<file path="src/rtl/key_pkg.sv">
// Shared constants, key vector type and priority encoder for the key_filter block.
package key_pkg;

  localparam int unsigned KEY_W        = 32'd4;
  localparam int unsigned CNT_MAX_DEF  = 32'd999_999;
  localparam int unsigned LONG_MAX_DEF = 32'd49_999_999;

  typedef logic [KEY_W-1:0] key_vec_t;

  // Lowest set index wins; returns 0 for an empty vector.
  function automatic logic [1:0] key_prio_enc(input key_vec_t v);
    logic [1:0] code;
    code = 2'd0;
    for (int i = KEY_W - 1; i >= 0; i--) begin
      if (v[i]) begin
        code = 2'(i);
      end else begin
        code = code;
      end
    end
    return code;
  endfunction

endpackage

</file>
<file path="src/rtl/key_filter_ch.sv">
// One key channel: 2-flop synchroniser, debounce filter, edge pulses and an
// optional hold counter built only when KEY_LONG_PRESS_EN is defined.
module key_filter_ch
  import key_pkg::*;
#(
  parameter int unsigned CNT_MAX  = CNT_MAX_DEF,
  parameter int unsigned LONG_MAX = LONG_MAX_DEF
) (
  input  logic sys_clk,
  input  logic sys_rst_n,
  input  logic i_key_n,
  output logic o_state,
  output logic o_press,
  output logic o_release,
  output logic o_long,
  output logic o_press_nxt
);

  localparam int unsigned CW = (CNT_MAX > 32'd0) ? $clog2(CNT_MAX + 32'd1) : 32'd1;
  localparam logic [CW-1:0] CNT_MAX_C = CNT_MAX[CW-1:0];

  logic          r_sync1;
  logic          r_sync2;
  logic          r_stb;
  logic [CW-1:0] r_cnt;
  logic          r_state;
  logic          r_press;
  logic          r_release;

  logic          w_accept;
  logic          w_stb_nxt;
  logic [CW-1:0] w_cnt_nxt;
  logic          w_press_nxt;
  logic          w_release_nxt;

  // Filter next state: a mismatch must persist CNT_MAX+1 edges; any match restarts.
  always_comb begin
    w_accept      = 1'b0;
    w_stb_nxt     = r_stb;
    w_cnt_nxt     = '0;
    if (r_sync2 == r_stb) begin
      w_cnt_nxt = '0;
    end else if (r_cnt == CNT_MAX_C) begin
      w_accept  = 1'b1;
      w_stb_nxt = r_sync2;
      w_cnt_nxt = '0;
    end else begin
      w_cnt_nxt = r_cnt + 1'b1;
    end
    w_press_nxt   = w_accept & ~r_sync2;
    w_release_nxt = w_accept &  r_sync2;
  end

  // Synchroniser, filter state and registered level/pulses.
  always_ff @(posedge sys_clk or negedge sys_rst_n) begin
    if (!sys_rst_n) begin
      r_sync1   <= 1'b1;
      r_sync2   <= 1'b1;
      r_stb     <= 1'b1;
      r_cnt     <= '0;
      r_state   <= 1'b0;
      r_press   <= 1'b0;
      r_release <= 1'b0;
    end else begin
      r_sync1   <= i_key_n;
      r_sync2   <= r_sync1;
      r_stb     <= w_stb_nxt;
      r_cnt     <= w_cnt_nxt;
      r_state   <= ~w_stb_nxt;
      r_press   <= w_press_nxt;
      r_release <= w_release_nxt;
    end
  end

  assign o_state     = r_state;
  assign o_press     = r_press;
  assign o_release   = r_release;
  assign o_press_nxt = w_press_nxt;

`ifdef KEY_LONG_PRESS_EN
  localparam int unsigned HW       = (LONG_MAX > 32'd0) ? $clog2(LONG_MAX + 32'd1) : 32'd1;
  localparam int unsigned LONG_PRE = LONG_MAX - 32'd1;
  localparam logic [HW-1:0] LONG_C     = LONG_MAX[HW-1:0];
  localparam logic [HW-1:0] LONG_PRE_C = LONG_PRE[HW-1:0];

  logic [HW-1:0] r_hcnt;
  logic          r_long;

  // Hold counter saturates at LONG_MAX, so the pulse fires once per hold.
  always_ff @(posedge sys_clk or negedge sys_rst_n) begin
    if (!sys_rst_n) begin
      r_hcnt <= '0;
      r_long <= 1'b0;
    end else if (r_state) begin
      if (r_hcnt != LONG_C) begin
        r_hcnt <= r_hcnt + 1'b1;
      end else begin
        r_hcnt <= r_hcnt;
      end
      r_long <= (r_hcnt == LONG_PRE_C);
    end else begin
      r_hcnt <= '0;
      r_long <= 1'b0;
    end
  end

  assign o_long = r_long;
`else
  assign o_long = 1'b0;
`endif

endmodule

</file>
<file path="src/rtl/key_filter.sv">
// Four-key active-low debouncer with registered press priority encoder.
// Optional long-press detection is enabled by defining KEY_LONG_PRESS_EN.
module key_filter
  import key_pkg::*;
#(
  parameter int unsigned CNT_MAX  = CNT_MAX_DEF,
  parameter int unsigned LONG_MAX = LONG_MAX_DEF
) (
  input  logic             sys_clk,
  input  logic             sys_rst_n,
  input  logic [KEY_W-1:0] key_in,
  output logic [KEY_W-1:0] key_state,
  output logic [KEY_W-1:0] key_press,
  output logic [KEY_W-1:0] key_release,
  output logic             key_valid,
  output logic [1:0]       key_code,
  output logic [KEY_W-1:0] key_long
);

  key_vec_t   w_state;
  key_vec_t   w_press;
  key_vec_t   w_release;
  key_vec_t   w_long;
  key_vec_t   w_press_nxt;
  logic       r_valid;
  logic [1:0] r_code;

  for (genvar g = 0; g < KEY_W; g++) begin : g_ch
    key_filter_ch #(
      .CNT_MAX  (CNT_MAX),
      .LONG_MAX (LONG_MAX)
    ) u_ch (
      .sys_clk     (sys_clk),
      .sys_rst_n   (sys_rst_n),
      .i_key_n     (key_in[g]),
      .o_state     (w_state[g]),
      .o_press     (w_press[g]),
      .o_release   (w_release[g]),
      .o_long      (w_long[g]),
      .o_press_nxt (w_press_nxt[g])
    );
  end

  // Encoder is fed from the channels' next-pulse terms so it lines up with key_press.
  always_ff @(posedge sys_clk or negedge sys_rst_n) begin
    if (!sys_rst_n) begin
      r_valid <= 1'b0;
      r_code  <= 2'd0;
    end else begin
      r_valid <= |w_press_nxt;
      r_code  <= key_prio_enc(w_press_nxt);
    end
  end

  assign key_state   = w_state;
  assign key_press   = w_press;
  assign key_release = w_release;
  assign key_long    = w_long;
  assign key_valid   = r_valid;
  assign key_code    = r_code;

endmodule
</file>
<file path="config.mk">
export PLATFORM = sky130hd
export DESIGN_NAME = key_filter
export DESIGN_NICKNAME = d
export VERILOG_FILES = /design/src/rtl/key_pkg.sv /design/src/rtl/key_filter_ch.sv /design/src/rtl/key_filter.sv
export SDC_FILE = /design/constraint.sdc
export NUM_CORES = 1
export LEC_CHECK = 0
export ABC_AREA = 1
export BUFFER_PORTS_ARGS = -buffer_cell sky130_fd_sc_hd__buf_2
export CAP_MARGIN = 20
export CORE_MARGIN = 10
export CORE_UTILIZATION = 47
export DETAILED_ROUTE_END_ITERATION = 6
export PLACE_DENSITY = 0.76
export RECOVER_POWER = 100
export SLEW_MARGIN = 20
export SYNTH_ARGS = -nofsm -noshare
export SYNTH_HDL_FRONTEND = slang
export SYNTH_SLANG_ARGS = --single-unit
export TNS_END_PERCENT = 5
</file>
<file path="constraint.sdc">
create_clock -name sys_clk -period 1.6 [get_ports sys_clk]
set_input_delay 0 -clock sys_clk [delete_from_list [all_inputs] [get_ports sys_clk]]
set_output_delay 0 -clock sys_clk [all_outputs]
set_load 0.01 [all_outputs]
</file>
==> Word-level counts from Yosys, hierarchy flattened <==
Index checks and enable logic that the tools add are counted.
{ "op_classes": {"n_bitwise": 16, "addsub": 4, "muxes": 28, "eq_ne": 8, "n_reduce_logical": 1} }
{ "op_table": {"columns": ["op", "count"], "rows": [
  ["$mux 20", 8],
  ["$add 20x1->20 const B", 4],
  ["$eq 20x20->1 const B", 4],
  ["$mux 1", 16],
  ["$and 1x1->1", 8],
  ["$mux 2", 4],
  ["$not 1->1", 8],
  ["$eq 1x1->1", 4],
  ["$reduce_or 4->1", 1]
]} }
{ "totals": {"wordCells": 87, "inputBits": 6, "reg_bits": 107, "output_inout_bits": 19} }

==> Depth between registers and ports, before layout <==
{ "logic_depth": {"ltp_word": 8, "ltp_mapped": 9, "ltp_nobuf": 9} }

==> Modules after synthesis <==
Synthesis repeated with hierarchy kept, for this count alone.
{ "hier_totals": {"hier_cells": 676, "hier_area_um2": 5749.3} }
{ "modules_own_cells": {"columns": ["module", "cells_each", "seq_area_each_um2", "area_each_um2", "instances"], "rows": [
  ["key_filter_ch", 166, 654.4, 1406.3, 4],
  ["key_filter", 12, 75.1, 123.9, 1]
]} }

==> Least setup slack after synthesis <==
OpenSTA, ideal clock, no wires.
{ "synth_timing": {"path_type": "reg2reg", "from": "register g_ch[2].u_ch.r_cnt[0]", "to": "register g_ch[2].u_ch.r_cnt[9]", "t_arrival_ps": 1264, "required_ps": 1469, "setup_ps": 131, "period_less_slack_ps": 1396, "stages_incl_launch_ff": 9, "path_buffers": 0, "path_slack_ps": 204, "path_cell_list": "dfrtp_1 > ha_1 > nand2_1 > nor2_4 > inv_1 > nor2_2 > nand2_1 > o21ai_2 > nor2_1"} }
{ "synth_between": {"elab_chain_cells": 3, "word_cells_on_any_way": 4, "classes_between": "add/sub (1); eq/ne (1); mux (2)"} }
{ "synth_lines": {"columns": ["element", "line", "source"], "rows": [
  ["start, declared", "key_filter_ch.sv:25", "logic [CW-1:0] r_cnt;"],
  ["start signal, assigned", "key_filter_ch.sv:68", "r_cnt <= w_cnt_nxt;"],
  ["$add 20x1->20 / $eq 20x20->1 (equally long branches)", "key_filter_ch.sv:48, key_filter_ch.sv:43", null],
  ["$mux 20 (*)", "key_filter_ch.sv:43", "end else if (r_cnt == CNT_MAX_C) begin"],
  ["$mux 20 (*)", "key_filter_ch.sv:41", "if (r_sync2 == r_stb) begin"],
  ["named net g_ch[2].u_ch.w_cnt_nxt[9]", "key_filter_ch.sv:32", "logic [CW-1:0] w_cnt_nxt;"]
]} }
The timed path passes the listed nets; every way through them passes the cells marked *.

==> Final worst setup path <==
{ "layout_timing": {"from": "register g_ch[2].u_ch.r_cnt[1]", "to": "register g_ch[2].u_ch.r_cnt[9]"} }
The elaborated chain is that of the path after synthesis.

==> impl_metrics.py <==
metrics = {
    "status": {
        "status": "complete, no violations",
    },
    "logic_synthesis": {
        "yosys_register_bits": 107,
        "synth-warning-count": 0,
        "synthesis.area_per_instance_um2": 8.29,
        "yosysSeqAreaShare_pct": 49.1,
        "postSynthCellCount": 661,
        "post_synth_instance_area_mm2": 0.00548,
        "ys_types": 35,
    },
    "global_route": {
        "global_route_wire_length_before_repair_um": 19400,
        "globalRouteTotalUtil_pct": 14.2,
        "grt_pass1_vias": 4315,
        "grt_max_degree": 108,
        "number_of_antenna_violations_at_the_first_check_in_global_routing": 0,
        "grt-ovfl-total": 0,
    },
    "timing": {
        "hold_viol": 0,
        "worst_relative_slew_slack_pct": 37.4,
        "setup_viol_count_final": 0,
        "timing.final.crit_period_ns": 1.54,
        "clock-skew-final_ns": 0.00655,
        "clock.fmax_ghz": 0.649,
        "finalCritPeriodShare_pct": 96.4,
        "totalNegativeSetupSlack_ns": 0,
        "final-max-slew-violation-count": 0,
        "worst_slew_pin_slew_ns": 0.938,
        "rsz0062_at_grt": "yes",
    },
    "route": {
        "vias": 4324,
        "firstDrtPassIters": 5,
        "drtIter0Drc": 354,
        "avgViaCountPerCell": 5.09,
        "drt_drc_violations_left": 0,
        "route.detailed.wl_per_inst_um": 13.5,
        "wl_um": 11400,
        "antenna_violating_nets_post_route": 0,
    },
    "worst_setup_path": {
        "cell_class_contributing_the_biggest_share_of_worst_path_delay": "simple AND/OR/NAND/NOR gates",
        "critical_path.slowest_cell": "sky130_fd_sc_hd__dfrtp_1",
        "worstSetupStartpoint": "g_ch[2].u_ch.r_cnt[1]$_DFF_PN0_",
        "cp_cell_sequence": "ha_2 > nand2_2 > nor2_4 > inv_1 > nor2_4 > nand2_4 > o21ai_4 > nor2_1",
        "cp.arrival_ns": 1.77,
        "crit_buf_inv": 1,
        "timing.critical_path.from_type": "flop",
        "cp.required_ns": 1.83,
        "critPathMostFrequentCell": "sky130_fd_sc_hd__nor2_4",
        "critical_path.reg2reg.startpoint": "g_ch[2].u_ch.r_cnt[1]$_DFF_PN0_",
        "critical_path_s_largest_stage_delay_ns": 0.37,
        "crit_fanout": 8,
        "crit_path_end_kind": "flop",
        "timing.setup.critical_path_class": "flop to flop",
    },
    "power": {
        "leakage_nw": 2.72,
        "power.density_cell_area_mw_per_mm2": 861,
        "power.ir.vdd_worst_mv": 0.427,
    },
    "cts": {
        "cts.clk_slew.worst_paths_ns": 0.07,
        "ctsHtreeMaxLevel": 3,
        "clock_network_latency_to_the_later_pin_of_the_worst_skew_pair_ns": 0.35,
        "clk_root_buffer_cell": "sky130_fd_sc_hd__clkbuf_16",
        "cts_made_buffers": 9,
        "cts.sinks": 107,
        "maximum_count_of_clock_buffers_along_a_single_path": 2,
        "tritoncts_clock_tree": "built",
    },
    "floorplanning": {
        "die_w_um": 128,
        "floorplan.initialDensity_pct": 48.0,
        "core-area_mm2": 0.0114,
        "floorplan.io_pins": 25,
        "die_area_mm2": 0.0164,
        "rows": 39,
        "die_height_um": 128,
    },
    "layout": {
        "antennaDiodeCount": 0,
        "final_layout_size_suffix_gt1_share_pct": 17.4,
        "num-nets-final": 711,
        "stdcell_area_mm2": 0.00623,
        "layout-area-overhead-vs-synth_pct": 13.7,
        "fin_util_pct": 54.6,
    },
    "worst_hold_path": {
        "timing.hold.worst.class": "input port to flop",
        "worstHoldStart": "key_in[3]",
    },
    "placed_design": {
        "routabilityCongestion": 0.873,
        "detailed_place_hpwl_um": 7830,
        "io_buffer_count": 20,
        "post_dp_cell_area_mm2": 0.00574,
    },
    "run": {
        "max-cap-violations": 0,
    },
}
-- Yosys cell counts (all sizes together) --
library cell / n / area (um2)
ha: 4 / 50.1
a21oi: 21 / 109
nor3b: 4 / 30.0
nor4: 1 / 6.26
conb: 1 / 3.75
xor2: 18 / 158
nand3b: 2 / 15.0
o21ai: 15 / 86.3
clkinv: 1 / 5.00
a211oi: 1 / 7.51
nand3: 39 / 245
dfrtp: 95 / 2380
nor3: 34 / 225
inv: 95 / 359
nor2: 153 / 674
nand4: 18 / 119
nand2: 122 / 503
dfstp: 12 / 315
xnor2: 7 / 61.3
a31oi: 2 / 12.5
buf: 16 / 120
-- repair_timing --
item | CTS | global route
endpoints found under the setup margin | 3 | 48
pin swaps | 0 | 10
hold buffers | 5 | 0
resized for setup | 1 | 31
cloned | 0 | 1
buffers inserted | 0 | 6
endpoints found under the hold margin | 99 | 0
-- per-stage QoR --
stage          total power, mW  hold WS [ns]  setup slack [ns]  instances
2_1_floorplan             2.92        -0.296             0.204        664
6_report                  5.37         0.291            0.0581        849
3_3_place_gp              3.01         0.106            0.0828        821
5_1_grt                   5.55         0.289           -0.0268        849
4_1_cts                   5.38         0.283           0.00106        842
3_5_place_dp              3.02         0.106           -0.0223        821
-- sequential cells by signal, summed over array words and instances, names as in the netlist --
name	cells
g_ch.u_ch.o_press	4
key_valid	1
g_ch.u_ch.r_cnt	80
key_code	2
g_ch.u_ch.r_stb	4
g_ch.u_ch.r_sync2	4
g_ch.u_ch.r_sync1	4
g_ch.u_ch.o_state	4
g_ch.u_ch.o_release	4
-- path summary, 6_finish.rpt --
| kind | to | slack, ns | cells after the start |
|---|---|---|---|
| max in group asynchronous | g_ch[0].u_ch.r_cnt[17]$_DFF_PN0_ | 0.56 | 3 |
| setup / recovery | g_ch[2].u_ch.r_cnt[9]$_DFF_PN0_ | 0.06 | 8 |
| hold reg to reg | g_ch[0].u_ch.r_sync2$_DFF_PN1_ | 0.35 | 0 |
| min in group asynchronous | g_ch[1].u_ch.r_cnt[15]$_DFF_PN0_ | 0.40 | 3 |
| setup reg to reg | g_ch[2].u_ch.r_cnt[9]$_DFF_PN0_ | 0.06 | 8 |
| hold / removal | g_ch[3].u_ch.r_sync1$_DFF_PN1_ | 0.29 | 2 |
-- worst reg2reg max path: stages (launching register included) --
cell	delay (ns)
sky130_fd_sc_hd__dfrtp_1	0.37
sky130_fd_sc_hd__ha_2	0.20
sky130_fd_sc_hd__nand2_2	0.08
sky130_fd_sc_hd__nor2_4	0.16
sky130_fd_sc_hd__inv_1	0.09
sky130_fd_sc_hd__nor2_4	0.18
sky130_fd_sc_hd__nand2_4	0.10
sky130_fd_sc_hd__o21ai_4	0.14
sky130_fd_sc_hd__nor2_1	0.11
-- layer usage --
layer / routed length [um] / vias up / global-route usage (%)
met5: 0 / - / 0
li1: - / 2138 / -
met4: 245 / 0 / 5.43
met3: 443 / 24 / 2.48
met1: 5030 / 2064 / 17.3
met2: 5730 / 98 / 24.4
-- where the power goes --
| group | internal (mW) | switching [mW] | total [mW] |
|---|---|---|---|
| logic | 0.0678 | 0.143 | 0.210 |
| registers | 2.75 | 0.0323 | 2.78 |
| clock network | 1.37 | 1.01 | 2.38 |
| total | 4.18 | 1.18 | 5.37 |
-- layout by cell type (no fill, tap or decap), drive strengths merged, types with 5 or more instances in the layout --
cell type and n:
nor2 153, a21oi 21, buf 19, inv 95, dfrtp 95, nand3 39
nand4 18, xor2 18, nand2 123, nor3 34, xnor2 7, dfstp 12
dlygate4sd3 5, clkbuf 28, o21ai 15
-- kinds of logic after synthesis --
logic type,synth area share [%]
other cells,0.0684
buf+inv,8.83
flops,49.1
fa+ha+maj,0.913
xor+xnor,3.99
simple gates,33.2
compound gates,3.93
-- layout make-up --
cell class	count	area (um2)
clock buffers	11	233
clock inverters	5	77.6
fillers	1044	5180
inverters	96	364
multi-input cells	446	2430
flip-flops and latches	107	2690
well taps	143	179
repair buffers	41	258
Note: power is estimated with default switching activity, not from simulation.
